### config.mk
export PLATFORM = sky130hd
export DESIGN_NAME = ddr3_rd_stream_flat
export DESIGN_NICKNAME = d
export VERILOG_FILES = /design/src/rtl/ddr3_rd_stream_pkg.sv /design/src/rtl/ddr3_rd_stream_if.sv /design/src/rtl/ddr3_rd_stream_skid.sv /design/src/rtl/ddr3_rd_stream.sv /design/src/flat_wrapper.sv
export SDC_FILE = /design/constraint.sdc
export NUM_CORES = 1
export LEC_CHECK = 0
export CAP_MARGIN = 20
export CORE_MARGIN = 5
export CORE_UTILIZATION = 40
export DETAILED_ROUTE_END_ITERATION = 10
export SYNTH_ARGS = -nofsm -noshare
export SYNTH_HDL_FRONTEND = slang
export SYNTH_SLANG_ARGS = --single-unit
export TNS_END_PERCENT = 1
### constraint.sdc
create_clock -name rd_clk -period 3.6 [get_ports rd_clk]
set_input_delay 0.54 -clock rd_clk [delete_from_list [all_inputs] [get_ports rd_clk]]
set_output_delay 0.54 -clock rd_clk [all_outputs]
set_load 0.02 [all_outputs]
### src/rtl/ddr3_rd_stream_pkg.sv
// Shared constants and state encoding for the DDR3 read-side stream pacer.
package ddr3_rd_pkg;

  localparam int unsigned SKID_DEPTH = 4;
  localparam int unsigned RD_LATENCY = 1;
  localparam int unsigned SKID_CNT_W = $clog2(SKID_DEPTH + 1);

  typedef logic [1:0] state_t;

  localparam state_t ST_IDLE  = 2'd0;
  localparam state_t ST_RUN   = 2'd1;
  localparam state_t ST_DRAIN = 2'd2;

endpackage

### src/rtl/ddr3_rd_stream_if.sv
// Valid/ready pixel stream with frame markers, as seen by the display pipeline.
interface ddr3_rd_stream_if #(
  parameter int DATA_W = 16
);

  logic [DATA_W-1:0] m_data;
  logic              m_valid;
  logic              m_ready;
  logic              m_sof;
  logic              m_eol;
  logic              m_eof;

  modport master (
    output m_data, m_valid, m_sof, m_eol, m_eof,
    input  m_ready
  );

  modport slave (
    input  m_data, m_valid, m_sof, m_eol, m_eof,
    output m_ready
  );

endinterface

### src/rtl/ddr3_rd_stream_skid.sv
// Small synchronous FIFO that absorbs the read FIFO's latency; the head entry
// drives the stream outputs directly from registers.
module ddr3_rd_skid
  import ddr3_rd_pkg::*;
#(
  parameter int DATA_W = 16
) (
  input  logic                  clk,
  input  logic                  rst,
  input  logic                  push,
  input  logic [DATA_W-1:0]     din,
  input  logic                  pop,
  output logic [DATA_W-1:0]     dout,
  output logic [SKID_CNT_W-1:0] count
);

  localparam int PTR_W = $clog2(SKID_DEPTH);

  logic [DATA_W-1:0] mem [SKID_DEPTH];
  logic [PTR_W-1:0]  wr_ptr;
  logic [PTR_W-1:0]  rd_ptr;

  always_ff @(posedge clk) begin
    if (rst) begin
      wr_ptr <= '0;
      rd_ptr <= '0;
      count  <= '0;
      for (int i = 0; i < SKID_DEPTH; i++) begin
        mem[i] <= '0;
      end
    end else begin
      if (push) begin
        mem[wr_ptr] <= din;
        wr_ptr      <= wr_ptr + 1'b1;
      end
      if (pop) begin
        rd_ptr <= rd_ptr + 1'b1;
      end
      count <= count + SKID_CNT_W'(push) - SKID_CNT_W'(pop);
    end
  end

  assign dout = mem[rd_ptr];

endmodule

### src/rtl/ddr3_rd_stream.sv
// Read-side pacer: pops the DDR3 read FIFO and emits one H_PIXELS x V_LINES
// frame per rd_start as a marked valid/ready stream.
module ddr3_rd_stream
  import ddr3_rd_pkg::*;
#(
  parameter int DATA_W   = 16,
  parameter int H_PIXELS = 1024,
  parameter int V_LINES  = 768
) (
  input  logic                  rd_clk,
  input  logic                  rd_clk_sync_rst,
  input  logic                  rd_start,
  input  logic                  rfifo_empty,
  input  logic [DATA_W-1:0]     rddata,
  output logic                  rd_req,
  ddr3_rd_stream_if.master      m,
  output logic                  busy,
  output logic                  frame_done
);

  localparam int unsigned TOTAL = H_PIXELS * V_LINES;
  localparam int FETCH_W = $clog2(TOTAL + 1);
  localparam int X_W     = (H_PIXELS > 1) ? $clog2(H_PIXELS) : 1;
  localparam int Y_W     = (V_LINES > 1) ? $clog2(V_LINES) : 1;
  localparam int OCC_W   = $clog2(SKID_DEPTH + RD_LATENCY + 1);

  state_t                  state;
  logic [FETCH_W-1:0]      fetch_cnt;
  logic [X_W-1:0]          x;
  logic [Y_W-1:0]          y;
  logic [RD_LATENCY-1:0]   inflight;
  logic [SKID_CNT_W-1:0]   skid_cnt;
  logic [DATA_W-1:0]       skid_dout;
  logic [OCC_W-1:0]        occupancy;
  logic                    push;
  logic                    pop;
  logic                    valid;
  logic                    last_x;
  logic                    last_y;
  logic                    eof_hs;

  // Oldest outstanding request has its data on rddata this cycle.
  assign push = inflight[RD_LATENCY-1];

  always_comb begin
    occupancy = OCC_W'(skid_cnt);
    for (int i = 0; i < RD_LATENCY; i++) begin
      occupancy = occupancy + OCC_W'(inflight[i]);
    end
  end

  assign rd_req = (state == ST_RUN) && !rfifo_empty &&
                  (fetch_cnt < FETCH_W'(TOTAL)) &&
                  (occupancy < OCC_W'(SKID_DEPTH));

  ddr3_rd_skid #(.DATA_W(DATA_W)) u_skid (
    .clk   (rd_clk),
    .rst   (rd_clk_sync_rst),
    .push  (push),
    .din   (rddata),
    .pop   (pop),
    .dout  (skid_dout),
    .count (skid_cnt)
  );

  assign valid  = (skid_cnt != '0);
  assign pop    = valid && m.m_ready;
  assign last_x = (x == X_W'(H_PIXELS - 1));
  assign last_y = (y == Y_W'(V_LINES - 1));
  assign eof_hs = pop && last_x && last_y;

  assign m.m_valid = valid;
  assign m.m_data  = skid_dout;
  assign m.m_sof   = valid && (x == '0) && (y == '0);
  assign m.m_eol   = valid && last_x;
  assign m.m_eof   = valid && last_x && last_y;
  assign busy      = (state != ST_IDLE);

  always_ff @(posedge rd_clk) begin
    if (rd_clk_sync_rst) begin
      state      <= ST_IDLE;
      fetch_cnt  <= '0;
      x          <= '0;
      y          <= '0;
      inflight   <= '0;
      frame_done <= 1'b0;
    end else begin
      frame_done <= 1'b0;
      inflight   <= RD_LATENCY'({inflight, rd_req});
      if (rd_req) begin
        fetch_cnt <= fetch_cnt + 1'b1;
      end
      if (pop) begin
        if (last_x) begin
          x <= '0;
          y <= last_y ? '0 : y + 1'b1;
        end else begin
          x <= x + 1'b1;
        end
      end
      case (state)
        ST_IDLE: begin
          if (rd_start) begin
            state     <= ST_RUN;
            fetch_cnt <= '0;
            x         <= '0;
            y         <= '0;
          end
        end
        ST_RUN: begin
          if (fetch_cnt == FETCH_W'(TOTAL)) begin
            state <= ST_DRAIN;
          end
        end
        ST_DRAIN: begin
          if (eof_hs) begin
            state      <= ST_IDLE;
            frame_done <= 1'b1;
          end
        end
        default: state <= ST_IDLE;
      endcase
    end
  end

endmodule

### src/flat_wrapper.sv
// flat-port wrapper written by rule: the top's interface ports become plain ports
module ddr3_rd_stream_flat import ddr3_rd_pkg::*;
#(
  parameter int DATA_W   = 16,
  parameter int H_PIXELS = 1024,
  parameter int V_LINES  = 768
)
  (rd_clk, rd_clk_sync_rst, rd_start, rfifo_empty, rddata, rd_req, busy, frame_done, m_m_data, m_m_valid, m_m_sof, m_m_eol, m_m_eof, m_m_ready);
  ddr3_rd_stream_if #(.DATA_W(DATA_W)) m_i ();
  input  logic rd_clk;
  input  logic rd_clk_sync_rst;
  input  logic rd_start;
  input  logic rfifo_empty;
  input  logic [DATA_W-1:0] rddata;
  output logic rd_req;
  output logic busy;
  output logic frame_done;
  output wire logic [$bits(m_i.m_data)-1:0] m_m_data;
  output wire logic [$bits(m_i.m_valid)-1:0] m_m_valid;
  output wire logic [$bits(m_i.m_sof)-1:0] m_m_sof;
  output wire logic [$bits(m_i.m_eol)-1:0] m_m_eol;
  output wire logic [$bits(m_i.m_eof)-1:0] m_m_eof;
  input wire logic [$bits(m_i.m_ready)-1:0] m_m_ready;
  assign m_m_data = m_i.m_data;
  assign m_m_valid = m_i.m_valid;
  assign m_m_sof = m_i.m_sof;
  assign m_m_eol = m_i.m_eol;
  assign m_m_eof = m_i.m_eof;
  assign m_i.m_ready = m_m_ready;
  ddr3_rd_stream #(.DATA_W(DATA_W), .H_PIXELS(H_PIXELS), .V_LINES(V_LINES)) u_core (.rd_clk(rd_clk), .rd_clk_sync_rst(rd_clk_sync_rst), .rd_start(rd_start), .rfifo_empty(rfifo_empty), .rddata(rddata), .rd_req(rd_req), .m(m_i), .busy(busy), .frame_done(frame_done));
endmodule
---- After elaboration in Yosys (flattened, before gate mapping) ----
Memory sizes are Yosys's and may differ from the RTL's. A register that Yosys moved wholly into a read port is not among the register bits.
Cells that the tools add are included.
word-level totals
  flip-flop bits (word level) ............. 51
  bits in latches ......................... 0
  memory bits (writable) .................. 64
  ROM bits ................................ 0
  bits of input ports ..................... 21
  output and inout bits ................... 23
  word-level logic and storage cells ...... 74
  memories kept ........................... 1
cells by class
  add/sub/neg operators ................... 7
  multiply operators ...................... 0
  divide/modulo/power cells ............... 0
  $lt $le $gt $ge ......................... 2
  equal/unequal tests ..................... 8
  shifts and indexed selects .............. 0
  multiplexer cells ....................... 27
  bitwise logic cells ..................... 1
  reduce and logical (&&, ||, !) cells .... 19
memory list
  memory             words  bits a word  rd ports  clocked after memory_dff  write ports  RTL line                   RTL
  u_core.u_skid.mem  4      16           1         1                         4            ddr3_rd_stream_skid.sv:19  logic [DATA_W-1:0] mem [SKID_DEPTH];
operators with widths
  operator                 count
  $mux W10                 9
  $mux W20                 3
  $add A10 B1 Y10 const B  2
  $add A20 B1 Y20 const B  1
  $eq A10 B10 Y1 const B   2
  $eq A20 B20 Y1 const B   1
  $logic_not A10 Y1        2
  $lt A20 B20 Y1 const B   1
  $mux W16                 1
  $reduce_or A16 Y1        1
  $mux W2                  6
  $logic_and A1 B1 Y1      10
  $mux W1                  7
  $pmux W2 S3              1
  $add A2 B1 Y2 const B    2
  $ne A2 B2 Y1 const B     2
  $add A3 B1 Y3            1
  $lt A3 B3 Y1 const B     1
  $reduce_and A3 Y1        1
  $reduce_bool A3 Y1       1
  $sub A3 B1 Y3            1
  $eq A2 B1 Y1 const B     1
  $eq A2 B2 Y1 const B     1
  $logic_not A2 Y1         1
  5 further kinds          5

---- Logic depth before layout (Yosys ltp) ----
Gate-level depths: netlist (run 1).
  depth after elaboration ................. 7
  depth in mapped cells ................... 8

---- Cells and area by module ----
A second synthesis (run 1) with hierarchy kept.
unflattened totals
  cells, all modules ...................... 462
  area, all modules ....................... 5424.0 sq um
modules (own cells, without submodules)
  module          times used  cells each  area an instance (sq um)  sequential area each (sq um)
  ddr3_rd_skid    1           196         3210.6                    2102.0
  ddr3_rd_stream  1           266         2213.4                    880.8

---- Worst setup path after synthesis (run 1) ----
OpenSTA, ideal clock, no wires.
  path kind ............................... input -> output
  start ................................... input port rfifo_empty
  end ..................................... output port rd_req
  arrival time ............................ 1.763 ns
  required time ........................... 3.060 ns
  slack ................................... 1.297 ns
  stages .................................. 4
  cells stage by stage .................... or3b_1 > or3_2 > buf_2 > clkinv_1
on the way
  word-level cells in the longest chain between the ends .. 4
RTL lines
  item                              RTL line              RTL
  start, declared                   flat_wrapper.sv:13    input logic rfifo_empty;
  $logic_not A1 Y1                  ddr3_rd_stream.sv:52  assign rd_req = (state == ST_RUN) && !rfifo_empty &&
  $logic_and A1 B1 Y1 (2 in a row)  ddr3_rd_stream.sv:52
  $logic_and A1 B1 Y1               ddr3_rd_stream.sv:53  (fetch_cnt < FETCH_W'(TOTAL)) &&
  end, declared                     flat_wrapper.sv:15    output logic rd_req;
No other way between the ends.

---- Final worst setup path (run 1) ----
  start ................................... register u_core.inflight
  end ..................................... output port rd_req
on the way
  word-level cells in the longest chain between the ends .. 3
RTL lines
  item                    RTL line              RTL
  start, declared         ddr3_rd_stream.sv:31  logic [RD_LATENCY-1:0] inflight;
  start signal, assigned  ddr3_rd_stream.sv:89  inflight <= RD_LATENCY'({inflight, rd_req});
  $add A3 B1 Y3           ddr3_rd_stream.sv:48  occupancy = occupancy + OCC_W'(inflight[i]);
  $lt A3 B3 Y1            ddr3_rd_stream.sv:54  (occupancy < OCC_W'(SKID_DEPTH));
  $logic_and A1 B1 Y1     ddr3_rd_stream.sv:53
No other way between the ends.

==> flow_metrics.tcl, run 1 <==
set metrics [dict create \
    hpwl_mm 7.14 \
    ios 44 \
    cts_root_buf "clkbuf_16" \
    synth_top_cell_by_area "edfxtp_1" \
    stdcell_count 727 \
    period_needed_ns 3.18 \
    track_usage 0.151 \
    async_reset_ff_frac 0 \
    start_util 0.404 \
    n_antenna_cell 0 \
    die_y_um 125 \
    setup_viol 0 \
    run_status "complete, no violations" \
    ys_ff_latch 117 \
    cp_data_arrival_time_ns 2.64 \
    rr_startpoint "u_core.u_skid.count[2]" \
    vias_per_cell 5.20 \
    period_share 0.884 \
    area_growth_pct 22.3 \
    r2r_cells 6 \
    cts_tree "done" \
    dp.cells 695 \
    yosys-top-cells-area "edfxtp_1 (36%), dfxtp_1 (20%), mux4_2 (6.8%), nor2_1 (5.3%), nand2_1 (2.9%)" \
    num_vias 3781 \
    cts-htree-levels 4 \
    syn_area_per_cell_um2 10.8 \
    firstDrtPassIters 4 \
    die_area_mm2 0.0156 \
    ctsLongestPathBuffers 2 \
    worstMarginPinSlew_ns 0.838 \
    grt_pass1_wl_mm 18.8 \
    ir_drop_v 0.000374 \
    wire_per_inst_um 15.2 \
    wirelength_mm 11.1 \
    synth_seq_area_share 0.565 \
    critPathCaptureType "output port" \
    yosysWarningCount 0 \
    drc_errors 0 \
    antenna_found_initial 0 \
    cp-start-kind "flop" \
    synth_top_area_frac 0.364 \
    core_area_mm2 0.0131 \
    cellPowerDensity_mw_per_mm2 583 \
    synth_edf_count 64 \
    post_cts_buffers 0 \
    clk_latency_ns 0.42 \
    slew_violations 0 \
    holdCritPathClass "reg2reg" \
    max_freq_ghz 0.314 \
    final_nets 569 \
    tns_ns 0 \
    max-slew-margin-rel 0.436 \
    cts_sinks 117 \
    routabilityCongestion 0.817 \
    cts_resized 0 \
    crit_path_start "u_core.inflight" \
    drt_iter0_markers 338 \
    drv_cap 0 \
    grt_overflow_total 0 \
    crit_type "reg2out" \
    hold_violations 0 \
    synth.distinct_cells 45 \
    final_cell_mix "nor2_1 (75), edfxtp_1 (64), dfxtp_1 (53), clkdlybuf4s50_1 (43), nand2_1 (41)" \
    syn_area_mm2 0.00528 \
    drive_above_1_share 0.116 \
    final_common_cell "nor2_1" \
    rrSetupSlack_ns 1.23 \
    cts_buffers 17 \
    cpMostUsedCell "ha_1" \
    required_ns 3.06 \
    hold_depth 2 \
    fillers 1196 \
    r2r-end "u_core.u_skid.count[2]" \
    io_buffers 43 \
    synthFlopType "edfxtp_1" \
    grt_pass1_vias 3881 \
    grt_max_degree 28 \
    crit_path_max_fanout 8 \
    crit_chain "ha_1 -> ha_1 -> xor2_1 -> or3_2 -> clkinv_1 -> clkdlybuf4s50_1" \
    fin_skew_ns 0.00797 \
    rsz0062_at_grt "false" \
    syn_inst 488 \
    postRouteAntennaNets 0 \
    endpoint "rd_req" \
    hold_buffers 0 \
    core.rowCount 42 \
    slowest_stage "clkdlybuf4s50_1" \
    path_clk_slew_ns 0.05 \
    slowest_delay_ns 0.64 \
    die_w_um 125 \
    p_leak_uw 0.00233 \
    synth_fp_nets 519 \
]
critical path: cells and delay by family, from the launching register on:
kind | cells | cell delay (ns)
AND/OR/NAND/NOR | 1 | 0.49
flip-flops | 1 | 0.35
adder cells (fa/ha/maj) | 2 | 0.38
XOR/XNOR | 1 | 0.21
buffers and inverters | 2 | 0.80
flip-flops by register name, indices dropped and copies added (netlist names), named ones only:
register / cells
u_core.x: 10
u_core.frame_done: 1
u_core.u_skid.mem: 64
u_core.u_skid.rd_ptr: 2
u_core.y: 10
u_core.inflight: 1
u_core.fetch_cnt: 20
u_core.u_skid.wr_ptr: 2
u_core.u_skid.count: 3
u_core.state: 2
cell usage after synthesis (2+ instances only):
cell	n
and2_1	3
and4_1	4
nor3_1	4
and3_1	7
nand2_1	41
xor2_1	7
mux4_2	16
o21ai_0	13
a41oi_1	2
ha_1	10
nand2b_1	2
nand3_1	17
o31ai_1	7
dfxtp_1	53
o21bai_1	3
mux2i_1	5
or3_1	14
nand4_1	13
a211oi_1	3
clkbuf_1	16
or2_2	3
nor4_1	10
edfxtp_1	64
xnor2_1	9
a21oi_1	22
buf_2	2
nor4b_1	5
inv_1	32
clkinv_1	2
or3_2	2
nor2_1	75
or4_1	9
power breakdown:
| part | leakage [uW] | total [uW] | switching, uW | internal, uW |
|---|---|---|---|---|
| Combinational | 0.000972 | 686 | 364 | 322 |
| Sequential | 0.00109 | 1520 | 42.7 | 1480 |
| Clock | 0.000266 | 1560 | 599 | 963 |
| Total | 0.00233 | 3770 | 1010 | 2760 |
per-stage QoR:
step / hold slack, ns / util / total power, uW / cell area (um^2) / worst slack [ns]
after floorplan: 0.428 / - / 1970 / 5280 / 1.30
after detailed placement: 0.464 / 0.452 / 2250 / 5910 / 0.435
after global routing: 0.531 / 0.494 / 3930 / 6460 / 0.274
after global placement: 0.450 / 0.452 / 2230 / 5910 / 0.448
final: 0.491 / 0.494 / 3770 / 6460 / 0.416
after CTS: 0.494 / 0.494 / 3820 / 6460 / 0.372
layout make-up:
| cell class | instances | area, um^2 | area share |
|---|---|---|---|
| Tap cell | 176 | 220 | 0.0341 |
| Multi-Input combinational cell | 317 | 2090 | 0.323 |
| Clock buffer | 20 | 447 | 0.0691 |
| Clock inverter | 12 | 108 | 0.0166 |
| Timing Repair Buffer | 51 | 490 | 0.0759 |
| Sequential cell | 117 | 2980 | 0.461 |
| Inverter | 34 | 128 | 0.0197 |
worst min path at each step:
stage	start	end	slack, ns
detailed placement	u_core.fetch_cnt[19]	u_core.fetch_cnt[19]	0.46
finish	u_core.fetch_cnt[15]	u_core.fetch_cnt[15]	0.49
floorplan	u_core.fetch_cnt[19]	u_core.fetch_cnt[19]	0.43
global route	u_core.fetch_cnt[15]	u_core.fetch_cnt[15]	0.53
global placement	u_core.fetch_cnt[19]	u_core.fetch_cnt[19]	0.45
CTS	u_core.fetch_cnt[15]	u_core.fetch_cnt[15]	0.49
logic make-up after synthesis:
kind of cell,share of synthesized area
and+or+nand+nor,0.208
muxes,0.0777
AOI/OAI and AO/OA,0.0592
buffers and inverters,0.0403
adders and majority gates,0.0237
DFF,0.565
xor gates and xnor gates,0.0265
routing by layer:
layer  share of wire  GRT usage  vias to the layer above  wire, um
li1                -          -                     1880         -
met4           0.015     0.0689                        0       170
met3           0.043     0.0461                       16       478
met1            0.46      0.183                     1806      5130
met2            0.48      0.248                       79      5300
met5               0          0                        -         0
Power figures use the tool's default switching activity.
==> run 2, diff against run 1 <==
--- a/config.mk
+++ b/config.mk
@@ -7,8 +7,10 @@
 export LEC_CHECK = 0
 export CAP_MARGIN = 20
 export CORE_MARGIN = 5
-export CORE_UTILIZATION = 40
+export CORE_UTILIZATION = 42
 export DETAILED_ROUTE_END_ITERATION = 10
+export HOLD_SLACK_MARGIN = 0.1
+export PLACE_DENSITY = 0.71
 export SYNTH_ARGS = -nofsm -noshare
 export SYNTH_HDL_FRONTEND = slang
 export SYNTH_SLANG_ARGS = --single-unit
==> run 2 against run 1 <==
Effect of this change:
- fmax fell by 0.75%
- routed wire length is 2.5% higher
- clock power about the same
- count of clock-buffer cells in the layout decreased by 3
- flip-flop and latch count stayed put
- final cell count is 0.55% lower
- power shrank 0.57%
- combinational power rose by 1%
- critical path type unchanged
==> flow_metrics.tcl, run 2 (synthesized netlist as in run 1, its figures left out) <==
set metrics [dict create \
    run_status "complete, no violations" \
    required_ns 3.06 \
    postRouteAntennaNets 0 \
    area_growth_pct 22.0 \
    routabilityCongestion 0.807 \
    cts_sinks 117 \
    final_common_cell "nor2_1" \
    clk_latency_ns 0.41 \
    cp_data_arrival_time_ns 2.67 \
    crit_path_max_fanout 8 \
    hpwl_mm 7.24 \
    die_area_mm2 0.0149 \
    rsz0062_at_grt "false" \
    biggestRegsByFlops "u_core.u_skid.mem: 64 flops, u_core.fetch_cnt: 20 flops" \
    hold_depth 2 \
    grt_max_degree 28 \
    final_nets 569 \
    drc_errors 0 \
    antenna_found_initial 0 \
    period_share 0.891 \
    final_util 0.517 \
    final_cell_mix "nor2_1 (75), edfxtp_1 (64), dfxtp_1 (53), clkdlybuf4s50_1 (43), nand2_1 (41)" \
    stdcell_area_mm2 0.00644 \
    holdCritPathClass "reg2reg" \
    core_area_mm2 0.0125 \
    drt_iter0_markers 293 \
    largest_reg_flops 64 \
    post_cts_buffers 0 \
    cts_buffers 17 \
    start_util 0.424 \
    core.rowCount 41 \
    ctsLongestPathBuffers 2 \
    cts_tree "done" \
    hold_violations 0 \
    die_y_um 122 \
    io_buffers 43 \
    cts_resized 0 \
    firstDrtPassIters 5 \
    tns_ns 0 \
    drive_above_1_share 0.114 \
    worstMarginPinSlew_ns 0.863 \
    r2r_cells 7 \
    ir_drop_v 0.000355 \
    max-slew-margin-rel 0.420 \
    cellPowerDensity_mw_per_mm2 581 \
    setup_viol 0 \
    drv_cap 0 \
    p_leak_uw 0.00232 \
    grt_pass1_wl_mm 19.1 \
    fin_skew_ns 0.0105 \
    path_clk_slew_ns 0.05 \
    period_needed_ns 3.21 \
    vias_per_cell 5.32 \
    n_antenna_cell 0 \
    num_vias 3843 \
    max_freq_ghz 0.312 \
    place_area_mm2 0.00590 \
    grt_pass1_vias 3982 \
    slew_violations 0 \
    cts_root_buf "clkbuf_16" \
    die_w_um 122 \
    grt_overflow_total 0 \
    ios 44 \
    track_usage 0.164 \
    largest-register "u_core.u_skid.mem" \
    cp-start-kind "flop" \
    cts-htree-levels 4 \
    crit_type "reg2out" \
    critPathCaptureType "output port" \
    hold_buffers 0 \
    wire_per_inst_um 15.7 \
    wirelength_mm 11.4 \
]
-- run 2: worst max-delay path, stage by stage, from the launching register on --
cell	delay, ns
dfxtp_1	0.36
ha_1	0.21
ha_1	0.18
xor2_1	0.21
or3_2	0.49
clkinv_1	0.17
clkdlybuf4s50_1	0.64
-- run 2: metal layers --
layer  GRT usage  routed length (um)  share of wire
met1       0.207                5090           0.45
met2       0.277                5730           0.50
met3      0.0427                 440          0.039
met4      0.0518                 110         0.0097
met5           0                   0              0
-- run 2: area by class of cell --
cell class,count,area [um^2]
inverter,34,128
clock inverter,15,115
clock buffer,17,425
timing repair buffer,51,490
sequential,117,2980
tap,172,215
multi-input combinational,317,2090
fill,1134,6020
-- run 2: stage by stage --
step	power (uW)	hold slack [ns]	worst slack, ns	cells
2_1_floorplan	1970	0.428	1.30	488
3_3_place_gp	2230	0.445	0.442	691
3_5_place_dp	2250	0.459	0.414	691
4_1_cts	3780	0.471	0.374	723
5_1_grt	3910	0.522	0.264	723
6_report	3740	0.470	0.392	723
-- run 2: where the power goes --
| group | switching, uW | internal (uW) |
|---|---|---|
| Combinational | 371 | 323 |
| Clock | 596 | 936 |
| Sequential | 43.6 | 1480 |
-- run 2: final timing paths --
kind                        start                    to  slack (ns)
max               u_core.inflight                rd_req        0.39
min          u_core.fetch_cnt[19]  u_core.fetch_cnt[19]        0.47
max reg2reg       u_core.inflight  u_core.fetch_cnt[11]        1.20
min reg2reg  u_core.fetch_cnt[19]  u_core.fetch_cnt[19]        0.47
==> run 3, diff against run 2 <==
--- a/config.mk
+++ b/config.mk
@@ -7,10 +7,11 @@
 export LEC_CHECK = 0
 export CAP_MARGIN = 20
 export CORE_MARGIN = 5
-export CORE_UTILIZATION = 42
+export CORE_UTILIZATION = 55
 export DETAILED_ROUTE_END_ITERATION = 10
 export HOLD_SLACK_MARGIN = 0.1
-export PLACE_DENSITY = 0.71
+export PLACE_DENSITY = 0.86
+export SLEW_MARGIN = 20
 export SYNTH_ARGS = -nofsm -noshare
 export SYNTH_HDL_FRONTEND = slang
 export SYNTH_SLANG_ARGS = --single-unit
==> run 3 against run 2 <==
Effect of this change:
- via count increased by 3.4%
- final cell count decreased by 5.9%
- sequential power about the same
- sequential share of layout area increased by 0.44 points
- clock power decreased by 3%
- global-route usage increased by 4.7 points
- core utilization increased by 17 points
- power decreased by 0.94%
- first-iteration DRC count decreased by 2.0%
- critical path type unchanged
- highest routed layer unchanged
==> flow_metrics.tcl, run 3 (synthesized netlist as in run 1, its figures left out) <==
set metrics [dict create \
    run_status "complete, no violations" \
    post_cts_buffers 0 \
    cp-start-kind "flop" \
    die_w_um 108 \
    wl_met1_mm 4.53 \
    final_util 0.688 \
    place_area_mm2 0.00585 \
    power_frac_clock 0.402 \
    largest-register "u_core.u_skid.mem" \
    final_common_cell "nor2_1" \
    drt_iter0_markers 287 \
    grt_overflow_total 0 \
    grt_pass1_vias 3956 \
    final_cell_mix "nor2_1 (75), edfxtp_1 (64), dfxtp_1 (53), clkdlybuf4s50_1 (43), nand2_1 (41)" \
    switching_share 0.284 \
    max_freq_ghz 0.299 \
    start_util 0.569 \
    crit_type "reg2out" \
    cts_root_buf "clkbuf_8" \
    ir_drop_v 0.000421 \
    vias_per_cell 5.85 \
    crit_chain "ha_1 -> ha_1 -> xor2_1 -> or3_2 -> clkinv_1 -> clkdlybuf4s50_1" \
    drive_above_1_share 0.120 \
    required_ns 3.06 \
    slowest_stage "clkdlybuf4s50_1" \
    dr_wl_met2_mm 6.06 \
    setup_slack_ns 0.260 \
    hpwl_mm 7.61 \
    p_switching_uw 1050 \
    critPathCaptureType "output port" \
    ctsLongestPathBuffers 2 \
    cts_buffers 17 \
    cpMostUsedCell "ha_1" \
    whs_ns 0.481 \
    slew_violations 0 \
    grt_pass1_wl_mm 19.3 \
    hold_violations 0 \
    core.rowCount 35 \
    ios 44 \
    wirelength_mm 11.6 \
    slowest_delay_ns 0.64 \
    setup_viol 0 \
    pwr-share-seq 0.410 \
    io_buffers 43 \
    final_nets 569 \
    stdcell_area_mm2 0.00638 \
    drv_cap 0 \
    internal_power_uw 2660 \
    period_share 0.928 \
    worstMarginPinSlew_ns 0.906 \
    num_vias 3975 \
    core_area_mm2 0.00928 \
    p_leak_uw 0.00231 \
    drc_errors 0 \
    antenna_found_initial 0 \
    cts_tree "done" \
    crit_path_max_fanout 8 \
    n_antenna_cell 0 \
    top_layer_used "met4" \
    postRouteAntennaNets 0 \
    biggestRegsByFlops "u_core.u_skid.mem: 64 flops, u_core.fetch_cnt: 20 flops" \
    die_area_mm2 0.0117 \
    holdCritPathClass "reg2reg" \
    fin_skew_ns 0.00735 \
    cellPowerDensity_mw_per_mm2 581 \
    cts_resized 0 \
    period_needed_ns 3.34 \
    routabilityCongestion 0.884 \
    wl_met3_um 931 \
    combPwrFrac 0.187 \
    firstDrtPassIters 5 \
    dpl_worst_slack_ns 0.433 \
    track_usage 0.211 \
    clk_latency_ns 0.51 \
    max-slew-margin-rel 0.391 \
    cts-htree-levels 4 \
    die_y_um 108 \
    area_growth_pct 20.8 \
    cts_sinks 117 \
    tns_ns 0 \
    rsz0062_at_grt "false" \
    path_clk_slew_ns 0.06 \
    cp_data_arrival_time_ns 2.80 \
    largest_reg_flops 64 \
    grt_max_degree 28 \
    hold_buffers 0 \
    wire_per_inst_um 17.1 \
]
run 3: cell types whose count changed in the layout (fill, tap and decap cells not counted), sizes merged:
cell | previous run | this run
clkinv | 12 | 4
inv | 33 | 39
clkinvlp | 3 | 6
bufinv | 1 | 0
run 3: power by group through the flow:
stage	sequential, uW	combinational (uW)	clock [uW]
after floorplan	1530	443	0
after global placement	1540	684	0
after detailed placement	1540	698	0
after CTS	1520	704	1510
after global routing	1530	756	1580
final	1520	695	1490
run 3: layout make-up:
cell class / count / area [um^2]
Multi-Input combinational cell: 317 / 2090
Sequential cell: 117 / 2980
Fill cell: 669 / 2900
Tap cell: 129 / 161
Clock buffer: 17 / 414
Timing Repair Buffer: 51 / 490
Clock inverter: 15 / 120
Inverter: 34 / 128
run 3: critical path, delay by kind of cell, from the launching register on:
| family | cells | cell delay (ns) |
|---|---|---|
| fa+ha+maj | 2 | 0.40 |
| flops | 1 | 0.36 |
| xor+xnor | 1 | 0.22 |
| simple gates | 1 | 0.50 |
| buf+inv | 2 | 0.82 |
run 3: metal layers:
metal | global-route usage | up-vias
li1 | - | 1874
met1 | 0.255 | 1929
met2 | 0.372 | 158
met3 | 0.0561 | 14
met4 | 0.0595 | 0
met5 | 0 | -
run 3: through the flow:
| stage | power [uW] | std cells |
|---|---|---|
| floorplan | 1970 | 488 |
| global placement | 2220 | 648 |
| detailed placement | 2240 | 648 |
| CTS | 3740 | 680 |
| global route | 3860 | 680 |
| finish | 3710 | 680 |
run 3: final timing paths:
check	start	end	slack, ns	depth (start not counted)
setup reg to reg	u_core.u_skid.count[2]	u_core.u_skid.count[2]	1.16	6
hold reg to reg	u_core.fetch_cnt[19]	u_core.fetch_cnt[19]	0.48	2
hold / removal	u_core.fetch_cnt[19]	u_core.fetch_cnt[19]	0.48	2
setup / recovery	u_core.inflight	rd_req	0.26	6
